<file path="src/rtl/decode_operand_unit_pkg.sv">
// -----------------------------------------------------------------------------
// decode_operand_unit_pkg
// Shared constants for the decode/operand unit: default widths, register-file
// geometry, special register indices and immediate field widths.
// -----------------------------------------------------------------------------
package decode_operand_unit_pkg;

   localparam int unsigned DATA_W      = 16;  // register / immediate / compare width
   localparam int unsigned ADDR_W      = 3;   // register address width
   localparam int unsigned NUM_REGS    = 8;   // register file depth
   localparam int unsigned REG_ZERO    = 0;   // hard-wired zero register
   localparam int unsigned REG_RA      = 7;   // return-address register
   localparam int unsigned IMM_SHORT_W = 5;   // short immediate field imm_in[4:0]
   localparam int unsigned IMM_LONG_W  = 8;   // long immediate field imm_in[7:0]

endpackage

</file>
<file path="src/rtl/decode_operand_unit_regfile_array.sv">
// -----------------------------------------------------------------------------
// regfile_array
// 8-entry register file with two combinational read ports plus a dedicated
// read of register 7. Register 0 is never written and therefore always reads 0.
//
// Ports:
//   clk, rst_n       clock, asynchronous active-low reset (clears all entries)
//   ra, rb           read addresses, ports A and B
//   rw, we, wdata    write address, write enable, write data
//   rdata_a/_b       read data, ports A and B
//   rdata_ra         continuous copy of register 7
//
// Optional macro REGFILE_BYPASS_EN: when defined, a read whose address matches
// an active write (we=1, rw!=0) returns wdata in the same cycle.
// -----------------------------------------------------------------------------
module regfile_array
   import decode_operand_unit_pkg::*;
#(
   parameter int unsigned DATA_W = decode_operand_unit_pkg::DATA_W,
   parameter int unsigned ADDR_W = decode_operand_unit_pkg::ADDR_W
) (
   input  logic              clk,
   input  logic              rst_n,
   input  logic [ADDR_W-1:0] ra,
   input  logic [ADDR_W-1:0] rb,
   input  logic [ADDR_W-1:0] rw,
   input  logic              we,
   input  logic [DATA_W-1:0] wdata,
   output logic [DATA_W-1:0] rdata_a,
   output logic [DATA_W-1:0] rdata_b,
   output logic [DATA_W-1:0] rdata_ra
);

   logic [DATA_W-1:0] regs_q [NUM_REGS];
   logic              wr_en;

   // Writes to register 0 are dropped here, so its entry stays at its reset 0.
   assign wr_en = we && (rw != ADDR_W'(REG_ZERO));

   always_ff @(posedge clk or negedge rst_n) begin
      if (!rst_n) begin
         for (int i = 0; i < NUM_REGS; i++) begin
            regs_q[i] <= '0;
         end
      end else if (wr_en) begin
         regs_q[rw] <= wdata;
      end
   end

`ifdef REGFILE_BYPASS_EN
   logic wr_hit;

   // Gated by rst_n so reads stay 0 while reset is held.
   assign wr_hit = rst_n && wr_en;

   always_comb begin
      rdata_a  = (wr_hit && (ra == rw)) ? wdata : regs_q[ra];
      rdata_b  = (wr_hit && (rb == rw)) ? wdata : regs_q[rb];
      rdata_ra = (wr_hit && (rw == ADDR_W'(REG_RA))) ? wdata : regs_q[REG_RA];
   end
`else
   always_comb begin
      rdata_a  = regs_q[ra];
      rdata_b  = regs_q[rb];
      rdata_ra = regs_q[REG_RA];
   end
`endif

endmodule

</file>
<file path="src/rtl/decode_operand_unit.sv">
// -----------------------------------------------------------------------------
// decode_operand_unit
// Operand stage: register file (via regfile_array), immediate extender and
// signed comparator. The extender and comparator are purely combinational.
//
// Ports:
//   clk, rst_n              clock, asynchronous active-low reset
//   RA, RB, RW              read A / read B / write addresses
//   enableWrite, BusW       write enable and write data
//   BusA, BusB, R7          read data A / B, continuous copy of register 7
//   imm_in, ExtOp, ExtPlace raw immediate, 1=sign/0=zero extend,
//                           field select 0=imm_in[4:0] / 1=imm_in[7:0]
//   imm_out                 extended immediate
//   cmp_a, cmp_b            signed compare operands
//   gt, lt, eq              compare results (exactly one is set)
//
// Optional macro REGFILE_BYPASS_EN: same-cycle write-to-read bypass in the
// register file (see regfile_array).
// -----------------------------------------------------------------------------
module decode_operand_unit
   import decode_operand_unit_pkg::*;
#(
   parameter int unsigned DATA_W = decode_operand_unit_pkg::DATA_W,
   parameter int unsigned ADDR_W = decode_operand_unit_pkg::ADDR_W
) (
   input  logic              clk,
   input  logic              rst_n,
   input  logic [ADDR_W-1:0] RA,
   input  logic [ADDR_W-1:0] RB,
   input  logic [ADDR_W-1:0] RW,
   input  logic              enableWrite,
   input  logic [DATA_W-1:0] BusW,
   output logic [DATA_W-1:0] BusA,
   output logic [DATA_W-1:0] BusB,
   output logic [DATA_W-1:0] R7,
   input  logic [7:0]        imm_in,
   input  logic              ExtOp,
   input  logic              ExtPlace,
   output logic [DATA_W-1:0] imm_out,
   input  logic [DATA_W-1:0] cmp_a,
   input  logic [DATA_W-1:0] cmp_b,
   output logic              gt,
   output logic              lt,
   output logic              eq
);

   regfile_array #(
      .DATA_W (DATA_W),
      .ADDR_W (ADDR_W)
   ) u_regfile (
      .clk      (clk),
      .rst_n    (rst_n),
      .ra       (RA),
      .rb       (RB),
      .rw       (RW),
      .we       (enableWrite),
      .wdata    (BusW),
      .rdata_a  (BusA),
      .rdata_b  (BusB),
      .rdata_ra (R7)
   );

   // Immediate extender: fill bit is the field MSB for sign extension, else 0.
   logic ext_fill;

   always_comb begin
      if (ExtPlace) begin
         ext_fill = ExtOp & imm_in[IMM_LONG_W-1];
         imm_out  = {{(DATA_W - IMM_LONG_W){ext_fill}}, imm_in[IMM_LONG_W-1:0]};
      end else begin
         ext_fill = ExtOp & imm_in[IMM_SHORT_W-1];
         imm_out  = {{(DATA_W - IMM_SHORT_W){ext_fill}}, imm_in[IMM_SHORT_W-1:0]};
      end
   end

   // Signed comparator; the three relations are mutually exclusive by construction.
   always_comb begin
      gt = $signed(cmp_a) > $signed(cmp_b);
      lt = $signed(cmp_a) < $signed(cmp_b);
      eq = (cmp_a == cmp_b);
   end

endmodule

</file>
<file path="config.mk">
export PLATFORM = sky130hd
export DESIGN_NAME = decode_operand_unit
export DESIGN_NICKNAME = d
export VERILOG_FILES = /design/src/rtl/decode_operand_unit_pkg.sv /design/src/rtl/decode_operand_unit_regfile_array.sv /design/src/rtl/decode_operand_unit.sv
export SDC_FILE = /design/constraint.sdc
export NUM_CORES = 1
export LEC_CHECK = 0
export BUFFER_PORTS_ARGS = -buffer_cell sky130_fd_sc_hd__buf_2
export CAP_MARGIN = 15
export CORE_ASPECT_RATIO = 0.75
export CORE_MARGIN = 2
export CORE_UTILIZATION = 57
export CTS_CLUSTER_SIZE = 25
export DETAILED_ROUTE_END_ITERATION = 16
export PLACE_DENSITY = 0.81
export SYNTH_ARGS = -nofsm -noshare
export SYNTH_HDL_FRONTEND = slang
export SYNTH_SLANG_ARGS = --single-unit
</file>
<file path="constraint.sdc">
create_clock -name clk -period 3.51 [get_ports clk]
set_input_delay 1.053 -clock clk [delete_from_list [all_inputs] [get_ports clk]]
set_output_delay 1.053 -clock clk [all_outputs]
set_load 0.02 [all_outputs]
</file>
Word-level counts from Yosys, hierarchy flattened
Index checks and enable logic that the tools add are counted.
{"block": "totals", "ff_bits": 128, "input_bits": 70, "out_inout_bits": 67, "wordCells": 33}
{"block": "op_classes", "magnitude_cmp": 6, "eq_ne": 1, "mux": 10, "n_bitwise": 5, "n_reduce_logical": 3}
{"op": "$bwmux 128", "count": 1}
{"op": "$bmux 16 s3", "count": 2}
{"op": "$mux 16", "count": 6}
{"op": "$demux 16 s3", "count": 1}
{"op": "$eq 16x16->1", "count": 1}
{"op": "$gt 16x16->1", "count": 1}
{"op": "$lt 16x16->1", "count": 1}
{"op": "$ge 4x4->1 const B", "count": 3}
{"op": "$not 3->4", "count": 3}
{"op": "$lt 4x1->1 const B", "count": 1}
{"op": "$reduce_bool 3->1", "count": 1}
{"op": "$and 1x1->1", "count": 2}
{"op": "$logic_and 1x1->1", "count": 2}

Depth between registers and ports, before layout
Gate-level depths: netlist of the first run.
{"block": "depth", "ltp_word": 6, "ltp_mapped": 7, "depth_no_buf": 7}

Cells and area by module
A second synthesis of the first run with hierarchy kept.
{"block": "hier_totals", "hier_cells": 489, "hier_area_um2": 7588.5}
{"mod": "regfile_array", "instances": 1, "cells_each": 407, "area_per_inst_um2": 7024.2, "seq_area_each_um2": 3203.1}
{"mod": "decode_operand_unit", "instances": 1, "cells_each": 82, "area_per_inst_um2": 564.3, "seq_area_each_um2": 0.0}

Worst setup path after synthesis of the first run
Ideal clock, no wire load.
{"block": "synth_timing", "kind": "input to output", "from": "in cmp_b[15]", "to": "out gt", "arrival_ps": 2731, "required_time_ps": 2457, "path_slack_ps": -274, "stages": 6, "path_buffers": 0, "path_cell_list": "inv_1 ha_1 nand4_1 nor4_1 or2b_1 mux2i_1"}
{"block": "synth_between", "elab_chain_cells": 1}
{"element": "start: declaration", "line": "decode_operand_unit.sv:41", "text": "input logic [DATA_W-1:0] cmp_b,"}
{"element": "$gt 16x16->1", "line": "decode_operand_unit.sv:78", "text": "gt = $signed(cmp_a) > $signed(cmp_b);"}
{"element": "end: declaration", "line": "decode_operand_unit.sv:42", "text": "output logic gt,"}
Every way passes these cells.

Worst setup path in the final report of the first run
{"block": "layout_timing", "from": "in cmp_b[13]", "to": "out gt"}
Same word-level chain as after synthesis.

==> results of run 1 <==
power by group through the flow:
stage	Clock [mW]	Combinational [mW]	Sequential (mW)
after CTS	1.71	1.33	1.97
final	1.69	1.34	1.98
after floorplan	0	1.02	1.91
after detailed placement	0	1.29	1.99
after global routing	1.78	1.42	2.03
after global placement	0	1.25	1.94
metrics by stage:
stage | utilization (%) | cells | area (µm²) | worst slack [ns]
after floorplan | - | 484 | 7659 | -0.01949
after global placement | 63.13 | 728 | 8218 | -0.2163
after detailed placement | 63.13 | 728 | 8218 | -0.2723
after CTS | 68.59 | 759 | 8929 | -0.1559
after global routing | 69.19 | 762 | 9007 | -0.2859
final | 69.19 | 762 | 9007 | -0.2497
worst max path at each step:
stage          startpoint  to  slack [ns]  cells after the start
2_1_floorplan   cmp_b[13]  lt       -0.02                      6
3_3_place_gp     cmp_a[5]  gt       -0.22                      8
4_1_cts          cmp_b[5]  gt       -0.16                      9
6_report        cmp_b[13]  gt       -0.25                      9
5_1_grt         cmp_b[13]  lt       -0.29                      9
3_5_place_dp     cmp_a[5]  gt       -0.27                      8
cell usage after synthesis (all sizes together):
library cell	count
nor3	1
xor2	1
ha	16
nand2	8
a21oi	6
o211ai	1
buf	55
a21o	2
mux2	144
mux2i	1
nand3b	1
inv	16
and2	1
nand4	5
a211oi	1
dfrtp	128
clkbuf	20
or4	1
nor2b	1
nor4	1
o21ai	1
or2b	1
a2111oi	1
nand3	2
nand4b	3
and4bb	2
mux4	64
state kept, by name (all words and copies together), names as in the netlist:
register / flops
u_regfile.rdata_ra: 16
u_regfile.regs_q: 112
cell families after synthesis:
family / share of synthesized area, %
flip-flops: 42.11
XOR/XNOR: 0.1152
adder cells (fa/ha/maj): 2.632
buffers and inverters: 7.830
AO/OA/AOI/OAI: 1.053
multiplexers: 43.07
AND/OR/NAND/NOR: 3.191
cell type report:
cell class	count	area [µm²]
clock inverters	7	85.08
well taps	171	214.0
multi-input cells	265	3963
fillers	873	4010
inverters	16	67.56
flip-flops and latches	128	3203
repair buffers	152	997.2
clock buffers	23	478.0
timing repair:
item / CTS / global route
resized for setup: 28 / 13
buffers inserted: 1 / 2
gates cloned: 0 / 1
endpoints found under the setup margin: 4 / 8
pin swaps: 8 / 5
endpoints found under the hold margin: 0 / 0
layout by cell type (no fill, tap or decap), types with 2 or more instances in the layout:
master,count
a21o_1,2
buf_6,9
ha_1,7
clkbuf_16,18
buf_12,8
clkbuf_8,3
and4bb_1,2
mux2_1,12
nand4_1,4
mux4_1,50
buf_4,15
dfrtp_1,128
a21oi_1,4
inv_4,3
mux2_2,132
nand2_1,8
bufinv_16,2
nand4b_4,3
ha_4,9
buf_2,118
clkbuf_1,3
inv_2,3
inv_1,10
a21oi_2,2
clkinv_2,5
mux4_2,14
layer usage:
metal	global-route usage (%)	vias to the layer above	routed length, µm
met1	32.31	2462	7193
met4	10.68	0	353
met3	4.825	31	1079
met5	0	-	0
met2	44.39	209	9136
li1	-	2048	-
==> impl_metrics.ini, run 1 <==
[run_status]
status = finished, violations left
violations = negative setup slack

[sta]
tns_ns = -0.4871
tightestPinTransition_ns = 0.5106
max_freq_mhz = 266.0
maxSlewHeadroom_pct = 65.96
finalCritPeriodShare_pct = 107.1
finalHoldViolations = 0
setup_slack_ns = -0.2497
drv_slew = 0
final.setup_skew_ns = 0
hold_ws_ns = 0.3872
finalSetupViolCount = 3
timing.final.crit_period_ns = 3.760
grt_setup_unrepaired = yes

[global_routing]
grt_pass1_wl_um = 27610
gr-usage-all-layers_pct = 25.92
grt-ovfl-total = 0
grt_pass1_vias = 5130
antenna_found_initial = 0
grt_max_degree = 61

[synth]
ys_top_cells_by_area = dfrtp_1 (42%), mux2_2 (20%), mux4_1 (19%)
syn_nets = 570
yosysWarnings = 0
yosysTopAreaCell = dfrtp_1
ys_ff_latch = 128
syn-cell-area_um2 = 7606
netlist_instances = 484
yosysSeqAreaShare_pct = 42.11
syn_avg_cell_area_um2 = 15.71
synth_top_area_share_pct = 42.11
ys_types = 35

[power]
vdd_ir_drop_max_uv = 404.9
seqPwrFrac_pct = 39.6
power.density_nw_per_um2 = 556.7
total_leakage_power_nw = 4.220
p_switching_mw = 1.432
netSwitchingFraction_pct = 28.56
p_clk_share_pct = 33.8
power_frac_comb_pct = 26.7
p_int_mw = 3.582
power.total_mw = 5.014

[critical_path]
r2r_end = u_regfile.regs_q[46]
reg2reg_slack_ns = 2.63
crit_required_ns = 2.46
critPathKind = input port to output pin
cp.arrival_ns = 2.71
worst-path-buf-inv = 4
worstRegToRegCells = 1
max_stage_delay_ns = 0.58
critPathLaunchType = input port
crit_chain = buf_6 -> inv_4 -> ha_4 -> nand4_1 -> buf_4 -> a21oi_2 -> or4_4 -> mux2i_4 -> buf_6
worstReg2RegStart = u_regfile.regs_q[46]
end_kind = output pin
critPathSlowestCell = or4_4
path_delay_family = simple AND/OR/NAND/NOR gates
cp_common_cell = buf_6
critPathMaxFanout = 4

[floorplan]
initial_core_util_pct = 58.43
core_area_um2 = 13020
fp-row-count = 36
io_pins = 137
die_x_um = 137.4
die_h_um = 104.0
die-area_um2 = 14290

[routing]
wl_um = 17760
wl_per_cell_um = 23.31
viasPerCell = 6.234
drt-initial-drc-count = 226
firstDrtPassIters = 4
vias = 4750
antenna_left = 0
drc_errors = 0

[min_path]
min_path_cells = 0
min_to = u_regfile.regs_q[125]
hold_start = u_regfile.regs_q[125]
hold_path.class = flip-flop to flip-flop

[final_layout]
nets = 666
diodes = 0
post_route_cells_drive_above_1_share_pct = 60.24
area_delta_synth_final_pct = 18.42

[clock_network]
numCtsBuffers = 17
cts_tree = yes
root_buffer = clkbuf_16
cts.hold.buffers_added = 0
insertion_delay_ns = 0.41
clkSlewWorstSetupHoldPaths_ns = 0.05
cts.htree.levels = 4
clockBufferDepth = 2
cts.sinks = 128

[place]
hpwl_um = 10690
io_buffer_count = 128
finalWeightedCongestion = 0.8181

[job]
max_cap_viol_count = 0
Power figures use the tool's default switching activity.
==> inputs of run 2 (changes only) <==
Settings changed: CORE_UTILIZATION 57 to 61, PLACE_DENSITY 0.81 to 0.86.
Clock period 3.51 ns to 4.9 ns, I/O delays scaled along.
==> run 2 against run 1 <==
The run now ends clean. Sequential share of layout area is 1.7 points higher. First-iteration DRC count is 21% higher. Non-clock buffer count is 18 lower. Final area is 4.4% lower. Sequential cell count stayed put. Sequential power is 28% lower. Register-to-register slack better by 1.4 ns. Critical endpoint is now lt. Combinational power is 32% lower.
==> impl_metrics.ini, run 2 (synthesis results as in run 1) <==
[clock_network]
cts_tree = yes
cts.sinks = 128
insertion_delay_ns = 0.41
cts_setup_buffers = 0
cts_resized = 0
root_buffer = clkbuf_16
cts.hold.buffers_added = 0
clockBufferDepth = 2
clkSlewWorstSetupHoldPaths_ns = 0.05
cts.htree.levels = 4
numCtsBuffers = 17

[power]
p_switching_mw = 0.9990
vdd_ir_drop_max_uv = 330.9
seqPwrFrac_pct = 39.8
power.total_mw = 3.568
netSwitchingFraction_pct = 28.00
power.density_nw_per_um2 = 414.5
power_frac_comb_pct = 25.4
p_clk_share_pct = 34.8
total_leakage_power_nw = 4.109
p_int_mw = 2.569

[final_layout]
regMostFlops = u_regfile.regs_q
most-common-layout-cells = mux2_2 (132), dfrtp_1 (128), buf_2 (127), mux4_1 (54), clkbuf_16 (17)
seq_area_um2 = 3203
nets = 648
fillerInstances = 761
largest_reg_flops = 112
area_delta_synth_final_pct = 13.16
post_route_cells_drive_above_1_share_pct = 54.09
final_common_cell = mux2_2
fin_area_um2 = 8607
multiInputGateArea_um2 = 3807

[sta]
tightestPinTransition_ns = 1.138
tns_ns = 0
max_freq_mhz = 217.2
drv_slew = 0
setup_slack_ns = 0.2956
grt_setup_unrepaired = no
finalSetupViolCount = 0
finalHoldViolations = 0
finalCritPeriodShare_pct = 93.97
maxSlewHeadroom_pct = 24.12
timing.final.crit_period_ns = 4.604
final.setup_skew_ns = 0

[floorplan]
core_area_um2 = 12220
die-area_um2 = 13390
io_pins = 137
initial_core_util_pct = 62.25
fp-row-count = 35
die_h_um = 100.7
die_x_um = 132.9

[critical_path]
end_kind = output pin
max_stage_delay_ns = 0.41
crit_chain = buf_2 -> inv_1 -> ha_1 -> nand4_1 -> a2111oi_1 -> or4_4 -> xor2_1 -> buf_2
critPathKind = input port to output pin
cp.arrival_ns = 3.13
critPathSlowestCell = a2111oi_1
critPathLaunchType = input port
cp_common_cell = buf_2
critPathMaxFanout = 6
crit_required_ns = 3.43

[global_routing]
antenna_found_initial = 1
grt-ovfl-total = 0
grt_pass1_vias = 4778
grt_max_degree = 82
gr-usage-all-layers_pct = 26.28
grt_pass1_wl_um = 26090

[routing]
drc_errors = 0
top_layer_used = met4
wl_um = 16700
wl_per_cell_um = 22.50
wl_met1_um = 6855
firstDrtPassIters = 5
drt-initial-drc-count = 274
antenna_left = 0
viasPerCell = 6.100
met3_length_um = 1166
vias = 4526
dr_wl_met2_um = 8607

[place]
place_ws_ns = 0.3067
placed_area_um2 = 8016
finalWeightedCongestion = 0.8040
io_buffer_count = 128
hpwl_um = 10230

[run_status]
status = finished clean

[min_path]
hold_path.class = flip-flop to flip-flop

[job]
max_cap_viol_count = 0
[run 2: layer usage]
| layer | GRT usage, % | up-vias |
|---|---|---|
| met3 | 6.737 | 4 |
| met5 | 0 | - |
| met4 | 6.865 | 0 |
| met2 | 45.68 | 184 |
| li1 | - | 2015 |
| met1 | 33.47 | 2323 |
[run 2: cell type report]
class	instances	share of cell area, %
sequential	128	37.21
clock inverter	5	0.8722
clock buffer	27	5.960
timing repair buffer	134	8.577
tap	166	2.413
antenna	1	0.02907
inverter	16	0.6978
multi-input combinational	265	44.24
[run 2: stage by stage]
stage          utilization, %  cells  hold slack, ns
6_report                70.45    742          0.3882
5_1_grt                 70.43    741          0.4019
4_1_cts                 70.43    741          0.3891
3_5_place_dp            65.61    709          0.3807
3_3_place_gp            65.61    709          0.3710
2_1_floorplan               -    484          0.4357
[run 2: path summary, 6_finish.rpt]
| check | start | to | slack [ns] | cells past startpoint |
|---|---|---|---|---|
| hold reg to reg | u_regfile.regs_q[127] | u_regfile.regs_q[127] | 0.39 | 0 |
| min in group asynchronous | rst_n | u_regfile.regs_q[35] | 1.22 | 1 |
| max in group asynchronous | rst_n | u_regfile.rdata_ra[10] | 2.88 | 2 |
| hold / removal | u_regfile.regs_q[127] | u_regfile.regs_q[127] | 0.39 | 0 |
| setup reg to reg | u_regfile.regs_q[32] | u_regfile.regs_q[32] | 4.06 | 1 |
| setup / recovery | cmp_b[15] | lt | 0.30 | 8 |
[run 2: power by group through the flow]
stage	Clock (mW)	Combinational (mW)	Sequential, mW
finish	1.24	0.907	1.42
global route	1.30	0.972	1.44
CTS	1.26	0.918	1.42
detailed placement	0	0.905	1.42
global placement	0	0.876	1.39
floorplan	0	0.720	1.37
[run 2: worst max-delay path: cells and delay by family]
kind | cells | cell delay, ns
compound gates | 1 | 0.41
xor+xnor | 1 | 0.17
simple gates | 2 | 0.42
fa+ha+maj | 1 | 0.37
buf+inv | 3 | 0.30
==> inputs of run 3 (changes only) <==
Settings changed: CORE_UTILIZATION 61 to 57, PLACE_DENSITY 0.86 to 0.81.
Clock period 4.9 ns to 5.1 ns, I/O delays scaled along.
==> run 3 against run 2 <==
Power shrank 3.0%. Largest power group unchanged. Via count is 0.64% higher. Register-to-register slack better by 0.20 ns. Wire length fell by 0.35%. Utilization fell by 4.2 points. Critical path depth is the same. Highest routed layer unchanged. Global-route usage shrank 1.6 points. Clock skew stayed put. Critical endpoint is now gt. Setup slack lost 0.057 ns. Hold slack got worse by 0.0033 ns. Count of clock-buffer cells in the layout shrank 7. Sequential share of layout area down 0.054 points.
==> impl_metrics.ini, run 3 (synthesis results as in run 1) <==
[min_path]
min_to = u_regfile.regs_q[119]
hold_path.class = flip-flop to flip-flop
hold_start = u_regfile.regs_q[119]
min_path_cells = 0

[final_layout]
final_common_cell = mux2_2
area_delta_synth_final_pct = 13.32
fin_area_um2 = 8620
fillerInstances = 884
post_route_cells_drive_above_1_share_pct = 54.78
largest_reg_flops = 112
regMostFlops = u_regfile.regs_q
finalNonFillerCells = 746
diodes = 0
nets = 648
seq_area_um2 = 3203
multiInputGateArea_um2 = 3807
most-common-layout-cells = mux2_2 (132), dfrtp_1 (128), buf_2 (127), mux4_1 (54), clkbuf_16 (17)

[clock_network]
clockBufferDepth = 2
cts_tree = yes
cts.htree.levels = 4
root_buffer = clkbuf_16
cts_setup_buffers = 0
cts.hold.buffers_added = 0
clkSlewWorstSetupHoldPaths_ns = 0.06
insertion_delay_ns = 0.42
numCtsBuffers = 17
cts_resized = 0
cts.sinks = 128

[critical_path]
worstReg2RegStart = u_regfile.rdata_ra[2]
critPathKind = input port to output pin
cp.arrival_ns = 3.33
crit_required_ns = 3.57
reg2reg_slack_ns = 4.26
critPathMaxFanout = 6
startpoint = cmp_b[15]
r2r_end = u_regfile.rdata_ra[2]
worstRegToRegCells = 1
end_kind = output pin
critPathLaunchType = input port

[routing]
wl_um = 16640
firstDrtPassIters = 4
drt-initial-drc-count = 294
antenna_left = 0
vias = 4555
viasPerCell = 6.106
wl_per_cell_um = 22.30
drc_errors = 0

[power]
p_int_mw = 2.472
total_leakage_power_nw = 4.113
p_switching_mw = 0.9869
vdd_ir_drop_max_uv = 268.4
power_frac_comb_pct = 25.1
power.density_nw_per_um2 = 401.3
p_clk_share_pct = 35.5
seqPwrFrac_pct = 39.4
netSwitchingFraction_pct = 28.53

[floorplan]
die-area_um2 = 14290
fp-row-count = 36
die_h_um = 104.0
io_pins = 137
core_area_um2 = 13020
die_x_um = 137.4
initial_core_util_pct = 58.43

[sta]
grt_setup_unrepaired = no
drv_slew = 0
finalHoldViolations = 0
tns_ns = 0
maxSlewHeadroom_pct = 28.71
max_freq_mhz = 205.7
finalCritPeriodShare_pct = 95.32
setup_slack_ns = 0.2384
timing.final.crit_period_ns = 4.862
finalSetupViolCount = 0
final.setup_skew_ns = 0
tightestPinTransition_ns = 1.069

[global_routing]
grt-ovfl-total = 0
antenna_found_initial = 0
grt_max_degree = 84
grt_pass1_vias = 4814
grt_pass1_wl_um = 26320
gr-usage-all-layers_pct = 24.65

[place]
place_ws_ns = 0.2223
hpwl_um = 10590
dp.cells = 714
finalWeightedCongestion = 0.7490
io_buffer_count = 128
placed_area_um2 = 8023

[job]
max_cap_viol_count = 0

[run_status]
status = finished clean
==> run 3: metal layers <==
metal  vias up  share of wire (%)  GRT usage [%]
met4         0               0.87          7.585
met2       161                 50          40.30
met1      2360                 43          33.21
met5         -                  0              0
met3        15                6.7          5.312
li1       2019                  -              -
==> run 3: worst max path at each step <==
stage / cells after the start / slack [ns] / end
floorplan: 6 / 0.36 / gt
global placement: 8 / 0.42 / gt
detailed placement: 8 / 0.22 / gt
CTS: 8 / 0.22 / gt
global route: 8 / 0.02 / gt
finish: 8 / 0.24 / gt
==> run 3: power groups by stage <==
stage	logic [mW]	registers, mW	clock network, mW
floorplan	0.691	1.31	0
global placement	0.841	1.34	0
detailed placement	0.868	1.37	0
CTS	0.875	1.36	1.24
global route	0.928	1.39	1.29
finish	0.867	1.36	1.23
==> run 3: worst max-delay path, stage by stage <==
cell and delay, ns:
buf_2 0.08, inv_1 0.04, ha_1 0.37, nand4_1 0.22, a2111oi_1 0.48, or4_4 0.23
mux2i_1 0.20, buf_2 0.19
==> run 3: layout make-up <==
class,count,share of cell area [%]
clock buffer,20,5.298
clock inverter,12,1.626
inverter,16,0.6968
multi-input combinational,265,44.17
sequential,128,37.16
tap,171,2.482
timing repair buffer,134,8.564
==> run 3: metrics by stage <==
step | power [mW] | hold WS [ns] | utilization, %
floorplan | 2.005 | 0.4357 | -
global placement | 2.181 | 0.3713 | 61.63
detailed placement | 2.240 | 0.3773 | 61.63
CTS | 3.478 | 0.3930 | 66.21
global route | 3.614 | 0.4102 | 66.21
finish | 3.459 | 0.3848 | 66.21
